<file path="src/rtl/mul.sv">
// Sequential shift-add multiplier: full 2W-bit product, per-operand signedness, W+1 busy cycles.
// No backpressure: start edges while busy are dropped, results hold until the next accepted operation.
module mul #(
    parameter int DATA_WIDTH = 32
) (
    input  logic                  clk,
    input  logic                  nrst,
    input  logic [DATA_WIDTH-1:0] multiplicand,
    input  logic [DATA_WIDTH-1:0] multiplier,
    input  logic                  a_signed,
    input  logic                  b_signed,
    input  logic                  start,
    output logic [DATA_WIDTH-1:0] result_lo,
    output logic [DATA_WIDTH-1:0] result_hi,
    output logic                  ready
);

    localparam int W  = DATA_WIDTH;
    localparam int CW = (W > 1) ? $clog2(W) : 1;

    typedef enum logic [1:0] {
        ST_IDLE = 2'd0,
        ST_ITER = 2'd1,
        ST_FIN  = 2'd2
    } state_t;

    state_t          state_q, state_d;
    logic [2*W-1:0]  acc_q, acc_d;
    logic [2*W-1:0]  res_q, res_d;
    logic [W-1:0]    a_mag_q, a_mag_d;
    logic            neg_q, neg_d;
    logic [CW-1:0]   cnt_q, cnt_d;
    logic            prev_start_q, prev_start_d;

    logic            sa, sb;
    logic [W-1:0]    a_abs, b_abs;
    logic            accept;
    logic            is_zero;
    logic            last_iter;
    logic [W:0]      add_sum;

    // Operand conditioning; the most negative value maps to its unsigned magnitude.
    always_comb begin
        sa        = a_signed & multiplicand[W-1];
        sb        = b_signed & multiplier[W-1];
        a_abs     = sa ? (W'(0) - multiplicand) : multiplicand;
        b_abs     = sb ? (W'(0) - multiplier)   : multiplier;
        accept    = (state_q == ST_IDLE) & start & ~prev_start_q;
        is_zero   = (multiplicand == '0) | (multiplier == '0);
        last_iter = (cnt_q == CW'(W - 1));
        add_sum   = {1'b0, acc_q[2*W-1:W]} + {1'b0, a_mag_q};
    end

    always_ff @(posedge clk or negedge nrst) begin
        if (!nrst) begin
            state_q      <= ST_IDLE;
            acc_q        <= '0;
            res_q        <= '0;
            a_mag_q      <= '0;
            neg_q        <= 1'b0;
            cnt_q        <= '0;
            prev_start_q <= 1'b0;
        end else begin
            state_q      <= state_d;
            acc_q        <= acc_d;
            res_q        <= res_d;
            a_mag_q      <= a_mag_d;
            neg_q        <= neg_d;
            cnt_q        <= cnt_d;
            prev_start_q <= prev_start_d;
        end
    end

    always_comb begin
        state_d = state_q;
        case (state_q)
            ST_IDLE: if (accept && !is_zero) state_d = ST_ITER;
            ST_ITER: if (last_iter)          state_d = ST_FIN;
            ST_FIN:                          state_d = ST_IDLE;
            default:                         state_d = ST_IDLE;
        endcase
    end

    always_comb begin
        acc_d        = acc_q;
        res_d        = res_q;
        a_mag_d      = a_mag_q;
        neg_d        = neg_q;
        cnt_d        = cnt_q;
        prev_start_d = start;
        case (state_q)
            ST_IDLE: begin
                if (accept) begin
                    neg_d   = sa ^ sb;
                    a_mag_d = a_abs;
                    acc_d   = {{W{1'b0}}, b_abs};
                    cnt_d   = '0;
                    if (is_zero) res_d = '0;
                end
            end
            ST_ITER: begin
                // Carry out of the add lands in the top bit after the shift.
                if (acc_q[0]) acc_d = {add_sum, acc_q[W-1:1]};
                else          acc_d = {1'b0, acc_q[2*W-1:1]};
                cnt_d = cnt_q + CW'(1);
            end
            ST_FIN: begin
                res_d = neg_q ? ((2*W)'(0) - acc_q) : acc_q;
            end
            default: ;
        endcase
    end

    always_comb begin
        ready     = (state_q == ST_IDLE);
        result_lo = res_q[W-1:0];
        result_hi = res_q[2*W-1:W];
    end

endmodule

</file>
<file path="config.mk">
export PLATFORM = sky130hd
export DESIGN_NAME = mul
export DESIGN_NICKNAME = d
export VERILOG_FILES = /design/src/rtl/mul.sv
export SDC_FILE = /design/constraint.sdc
export NUM_CORES = 1
export LEC_CHECK = 0
export ABC_AREA = 1
export CELL_PAD_IN_SITES_DETAIL_PLACEMENT = 2
export CELL_PAD_IN_SITES_GLOBAL_PLACEMENT = 2
export CORE_ASPECT_RATIO = 2
export CORE_MARGIN = 3
export CORE_UTILIZATION = 30
export DETAILED_ROUTE_END_ITERATION = 10
export GPL_TIMING_DRIVEN = 0
export MAX_ROUTING_LAYER = met4
export PLACE_DENSITY_LB_ADDON = 0.1
export SYNTH_ARGS = -nofsm -noshare
export SYNTH_HDL_FRONTEND = slang
export SYNTH_SLANG_ARGS = --single-unit
</file>
<file path="constraint.sdc">
create_clock -name clk -period 2.94 [get_ports clk]
set_input_delay 0.294 -clock clk [delete_from_list [all_inputs] [get_ports clk]]
set_output_delay 0.294 -clock clk [all_outputs]
set_load 0.03 [all_outputs]
</file>
Word-level counts from Yosys, hierarchy flattened:

Index checks and enable logic that the tools add are counted.

* logic and storage cells: 51
* input port bits: 69
* register bits after elaboration: 169
* output and inout bits: 65

* bitwise logic cells: 7
* equal/unequal tests: 7
* $add $sub $neg: 5
* reductions and logical operators: 11
* multiplexer cells: 14

Operators with widths (number)
* 2-to-1 mux 64 bit: 5
* one-hot mux 64 bit (2 select lines): 2
* logical NOT 32 bit: 2
* 2-to-1 mux 32 bit: 2
* subtractor 1 x 32 -> 32 bit, first input constant: 2
* subtractor 1 x 64 -> 64 bit, first input constant: 1
* adder 32 x 32 -> 33 bit: 1
* one-hot mux 5 bit (2 select lines): 1
* inequality test 2 x 1 -> 1 bit, second input constant: 3
* AND reduction 2 bit: 3
* adder 5 x 1 -> 5 bit, second input constant: 1
* equality test 5 bit, second input constant: 1
* 2-to-1 mux 5 bit: 1
* AND 1 bit: 4
* 2-to-1 mux 2 bit: 2
* one-hot mux 2 bit (2 select lines): 1
* nonzero test 2 bit: 2
* AND reduction 3 bit: 1
* equality test 2 x 1 -> 1 bit, second input constant: 1
* equality test 2 bit, second input constant: 1
* logical NOT 2 bit: 1
* inequality test 2 bit, second input constant: 1
* logical AND 1 bit: 1
* logical NOT 1 bit: 1
* other kinds (3): 3

Logic depth before layout (Yosys ltp):

* word-level depth: 6
* gate-level depth with buffers: 15
* mapped depth without buffers: 15

Least setup slack after synthesis:

OpenSTA, ideal clock, no wires.

* path type: flip-flop to flip-flop
* start: register acc_q[0]
* end: register res_q[62]
* data arrival time: 2164 ps
* cell stages (with the launch flop): 14
* clock period less this slack: 2282 ps
* path slack: 658 ps
* path buffers: 2
* required time: 2822 ps
* setup time: 118 ps
* cells stage by stage: dfrtp_1 -> inv_2 -> clkbuf_1 -> clkbuf_1 -> ha_1 -> nand3_2 -> inv_1 -> nand2_1 -> nor3_1 -> nand4_1 -> nand2_1 -> nand2_1 -> nand3_1 -> nand2_1

* word-level cells in the longest chain between the ends: 3

RTL lines
* start: declaration: RTL line 28 `logic [2*W-1:0] acc_q, acc_d;`
* start signal: assignment: RTL line 57 `acc_q <= '0;`
* start signal: assignment: RTL line 65 `acc_q <= acc_d;`
* subtractor 1 x 64 -> 64 bit: RTL line 108 `res_d = neg_q ? ((2*W)'(0) - acc_q) : acc_q;`
* 2-to-1 mux 64 bit: RTL line 108
* one-hot mux 64 bit (2 select lines): RTL line 91 `case (state_q)`
* end signal: assignment: RTL line 66 `res_q <= res_d;`
* end: declaration: RTL line 29 `logic [2*W-1:0] res_q, res_d;`

No other way between the ends.
A chain may end at the register's enable or synchronous reset.

Worst setup path in the final report:

* start: register acc_q[0]
* end: register res_q[34]

The elaborated chain is that of the path after synthesis.

==> summary.md <==
The run finished with clean final reports. Final standard cell area without fillers: 0.0158 mm2. For this block, the via count after detailed routing is 15300.

For the wire length of the first global-routing pass, the log shows 105000 um. The number of antenna violations at the first check in global routing came out at 0. The synthesized design devotes to its leading area cell type 32.1% of total area. Clock latency on the worst-skew pair, taken at its later pin, is 0.48 ns. Setup repair after global routing left no endpoint under its margin. The length of the first detailed-routing pass in iterations is 6. At the worst endpoint, the required time is 3.28 ns. For the final database, setup skew stands at 0.0249 ns.

The tools report the hold path endpoint as prev_start_q. The clock sink count came out at 169. Number of cells on the worst hold path: 1. For the final number of setup-violating endpoints, the log shows 0.

The number of global-route vias before repair was 17200. TritonCTS built the clock tree. The worst setup path is captured at a flip-flop. The run gives 0.0152 mm2 as the post-placement cell area. The async set-or-reset flop fraction in the synthesized netlist was 100%; the depth of the most critical reg-to-reg path was 12. The cell area that synthesis handed to floorplanning was 0.0132 mm2.

The endpoint identified for the worst register-to-register timing path is res_q[34]. Clock-pin slew was measured on the worst setup and hold paths at 0.08 ns. Cell class contributing the biggest share of worst-path delay: simple AND/OR/NAND/NOR gates.

Of the total power, registers draw 26.1%. Summing the areas of all xor and xnor instances in the mapped netlist gives 2.13% of the synthesized area. The setup slack on the worst flop-to-flop path is 0.21 ns, and the total overflow reported by the global router is 0. The run gives 0 as the remaining antenna violation count after routing.

For this design the static power due to leakage is 0.00764 uW. 134 I/O pins were placed. The initial utilization of the core area, before any placement, comes to 30.3%.

The number of storage elements in the synthesis netlist was 169. The tools report the overall die area as 0.0466 mm2. Maximum net fanout on the critical path: 12.

The number of max-slew violations in the final report was 0; the final weighted congestion of routability-driven global placement was 0.963. Leading cell type in the layout, fill and taps excluded: sky130_fd_sc_hd__nand2_1. In the layout the commonest cells are sky130_fd_sc_hd__nand2_1 (731), sky130_fd_sc_hd__inv_1 (269), sky130_fd_sc_hd__nor2_1 (227). Fraction of the yosys area taken by sequential cells: 32.1%. The switching power share of the total was 56.8%; the width of the chip was 154 um.

The run gives 0 as the final hold violation count. Entering global routing, the biggest net connects 90 pins. Dividing total power by cell area gives a power density of 1190 mW/mm2.

Start of the worst register-to-register path: acc_q[0]. For the number of non-filler instances in the completed layout, the log shows 2842. The post-route netlist has 4.06% of its cells at a drive strength greater than 1.

The multi-input combinational cells in the finished layout cover a total of 0.00759 mm2. Synthesis produced a netlist with a net count of 2233. The basic-gate share of the synthesized area counting and, or, nand and nor cells is 39.0%. Relative slew slack: 25.7%.

The final layout contains 2386 nets. The tools report the gate count of the mapped netlist as 2126. The actual transition at the worst max-transition pin was 1.11 ns. The Yosys step of the flow raised 0 warnings. Walking the worst path, the cells encountered are inv_4 -> clkbuf_4 -> ha_1 -> nand3_2 -> nor2_4 -> nand3_2 -> nand2_2 -> nand2_1 -> nor2_1 -> a21oi_1 -> o21ai_0 -> nand2_1.

In this run the mean area of a mapped cell was 6.19 um2. The floorplan step defined a core boundary enclosing 0.0434 mm2. The tools report the CTS root buffer as sky130_fd_sc_hd__clkbuf_16.

The H-tree was split into 4 levels. The die is 302 um tall. Wires add up to 70000 um. The number of design-rule violations left by the first detailed-router iteration was 490.

Using the TritonRoute via totals, the vias-per-cell ratio works out to 5.38. STA classifies the critical path startpoint as a flip-flop. Summing the areas of all compound-gate instances in the mapped netlist gives 12.8% of the synthesized area. The class of the tightest hold or removal check was input pin to flip-flop. Static timing analysis puts the maximum clock frequency at 366 MHz.

For this run, design rule violations remaining after detail routing come to 0. The tools report the hold path startpoint as start. Combinational logic burns 61.4% of the power. The total track usage was 31.1%.

Summed over all nets, the switching power comes to 10600 uW. The critical path is of the flip-flop to flip-flop type. The largest single stage delay on the critical path is 0.51 ns. Sorting the synthesized cells by area gives the leading types as sky130_fd_sc_hd__dfrtp_1 (32%), sky130_fd_sc_hd__nand2_1 (21%), sky130_fd_sc_hd__inv_1 (7.7%). The adder-cell area share of the yosys netlist is 3.67%, and the data arrival at the endpoint of the critical path is 3.07 ns.

The worst-case IR drop observed on VDD is 0.455 mV. The final HPWL from detailed placement was 59500 um; the number of different library cells in the post-synthesis netlist was 42. The number of enable flip-flop cells after synthesis was 0. Of the post-synthesis cell area, the part taken by muxes is 0%. Max-cap violations in this run came to 0. The primary flip-flop cell chosen by synthesis mapping was sky130_fd_sc_hd__dfrtp_1. The utilization after layout came out at 36.4%. The cell with the biggest individual delay on the critical path was sky130_fd_sc_hd__dfrtp_1.

In the final layout, flip-flops and latches occupy 0.00423 mm2. No sink is reached through more buffers than the 2 on the longest clock path. The worst path in the final design needs a cycle of 2.73 ns, including I/O delays and setup.

Once the clock tree was built, the setup fixing pass inserted 0 buffers. After synthesis, the largest family of logic cells by area is simple AND/OR/NAND/NOR gates. Counting the buffers created by CTS gives 17. Counting both buffers and inverters, the worst setup path holds a total of 2. The number of placed cells counting well taps is 2810, and the layout overhead on the synthesized area is 20.1%. The total of buffers placed on input and output ports came out at 133. For the share of total power in the clock network, the log shows 12.5%. The number of antenna diodes in the final layout is 0. The internal portion of the total power is 8100 uW.

The floorplan row count is 108, and the number of fillers in the final layout is 5362. Dividing the final minimum period by the clock period gives 93.0%. The largest total area in the synthesized netlist belongs to sky130_fd_sc_hd__dfrtp_1. Average detailed-routed wire length per instance: 24.6 um.
-- how the worst max path moves through the flow --
stage / from / endpoint / slack (ns) / depth (start not counted)
6_report: acc_q[0] / res_q[34] / 0.21 / 12
5_1_grt: acc_q[0] / res_q[34] / 0.006 / 12
4_1_cts: acc_q[0] / res_q[34] / 0.07 / 12
3_5_place_dp: acc_q[0] / res_q[62] / -0.81 / 13
3_3_place_gp: nrst / res_q[21] / -5.93 / 1
2_1_floorplan: acc_q[0] / res_q[62] / 0.66 / 13
-- layer usage --
layer	share of wire, %	up-vias	track usage [%]
met5	0	-	-
met2	58	361	61.9
met3	2.2	206	2.83
met1	31	7612	25.4
li1	-	7108	-
met4	9.5	0	23.7
-- cells in the mapped netlist, types with 26 or more instances --
| master | count |
|---|---|
| sky130_fd_sc_hd__xor2_1 | 26 |
| sky130_fd_sc_hd__nand3_1 | 190 |
| sky130_fd_sc_hd__dfrtp_1 | 169 |
| sky130_fd_sc_hd__a21oi_1 | 106 |
| sky130_fd_sc_hd__ha_1 | 37 |
| sky130_fd_sc_hd__nor3_1 | 28 |
| sky130_fd_sc_hd__o21ai_1 | 30 |
| sky130_fd_sc_hd__nand2_1 | 731 |
| sky130_fd_sc_hd__clkbuf_1 | 33 |
| sky130_fd_sc_hd__nor2_1 | 227 |
| sky130_fd_sc_hd__o21ai_0 | 106 |
| sky130_fd_sc_hd__nand4_1 | 26 |
| sky130_fd_sc_hd__inv_1 | 269 |
-- power groups by stage --
stage	registers (uW)	clock network [uW]	logic (uW)
after floorplan	4900	0	6450
after global placement	4860	0	11000
after detailed placement	4920	0	11500
after CTS	4880	2380	11600
after global routing	4990	2470	12800
final	4890	2340	11500
-- layout make-up --
cell class                 instances  area share [%]
multi-input combinational       1612            48.0
sequential                       169            26.8
timing repair buffer             135            8.69
inverter                         286            6.81
tap                              550            4.35
clock buffer                      18            2.72
buffer                            58            1.75
clock inverter                    14           0.863
-- state kept, by name (all words and copies together), names as in the netlist --
signal        flops
prev_start_q      1
cnt_q             5
neg_q             1
a_mag_q          32
res_q            64
acc_q            64
state_q           2
-- worst reg2reg max path: cells and delay by family (launching register included) --
family | cells | cell delay (ns)
simple gates | 7 | 1.00
compound gates | 2 | 0.30
buf+inv | 2 | 0.52
fa+ha+maj | 1 | 0.25
flops | 1 | 0.51
-- stage by stage --
stage | hold slack [ns] | setup slack (ns) | power (uW) | TNS (ns)
2_1_floorplan | -0.00159 | 0.658 | 11300 | 0
3_3_place_gp | 0.455 | -5.93 | 15900 | -1003.32
3_5_place_dp | 0.350 | -0.808 | 16400 | -8.16
4_1_cts | 0.330 | 0.0744 | 18900 | 0
5_1_grt | 0.347 | 0.00597 | 20300 | 0
6_report | 0.339 | 0.206 | 18800 | 0
-- repair_timing --
item,4_1_cts,5_1_grt
endpoints found under the setup margin,27,8
gates cloned,0,0
endpoints found under the hold margin,80,0
pin swaps,0,1
hold buffers,1,0
gates resized for setup,3,4
-- cell families (layout without fill, tap and decap cells) --
| logic type | Yosys count | count (layout) |
|---|---|---|
| AOI/OAI and AO/OA | 307 | 307 |
| xor gates and xnor gates | 32 | 32 |
| adders and majority gates | 38 | 38 |
| buffers and inverters | 345 | 511 |
| DFF | 169 | 169 |
| and+or+nand+nor | 1235 | 1235 |
Note: power is estimated with default switching activity, not from simulation.
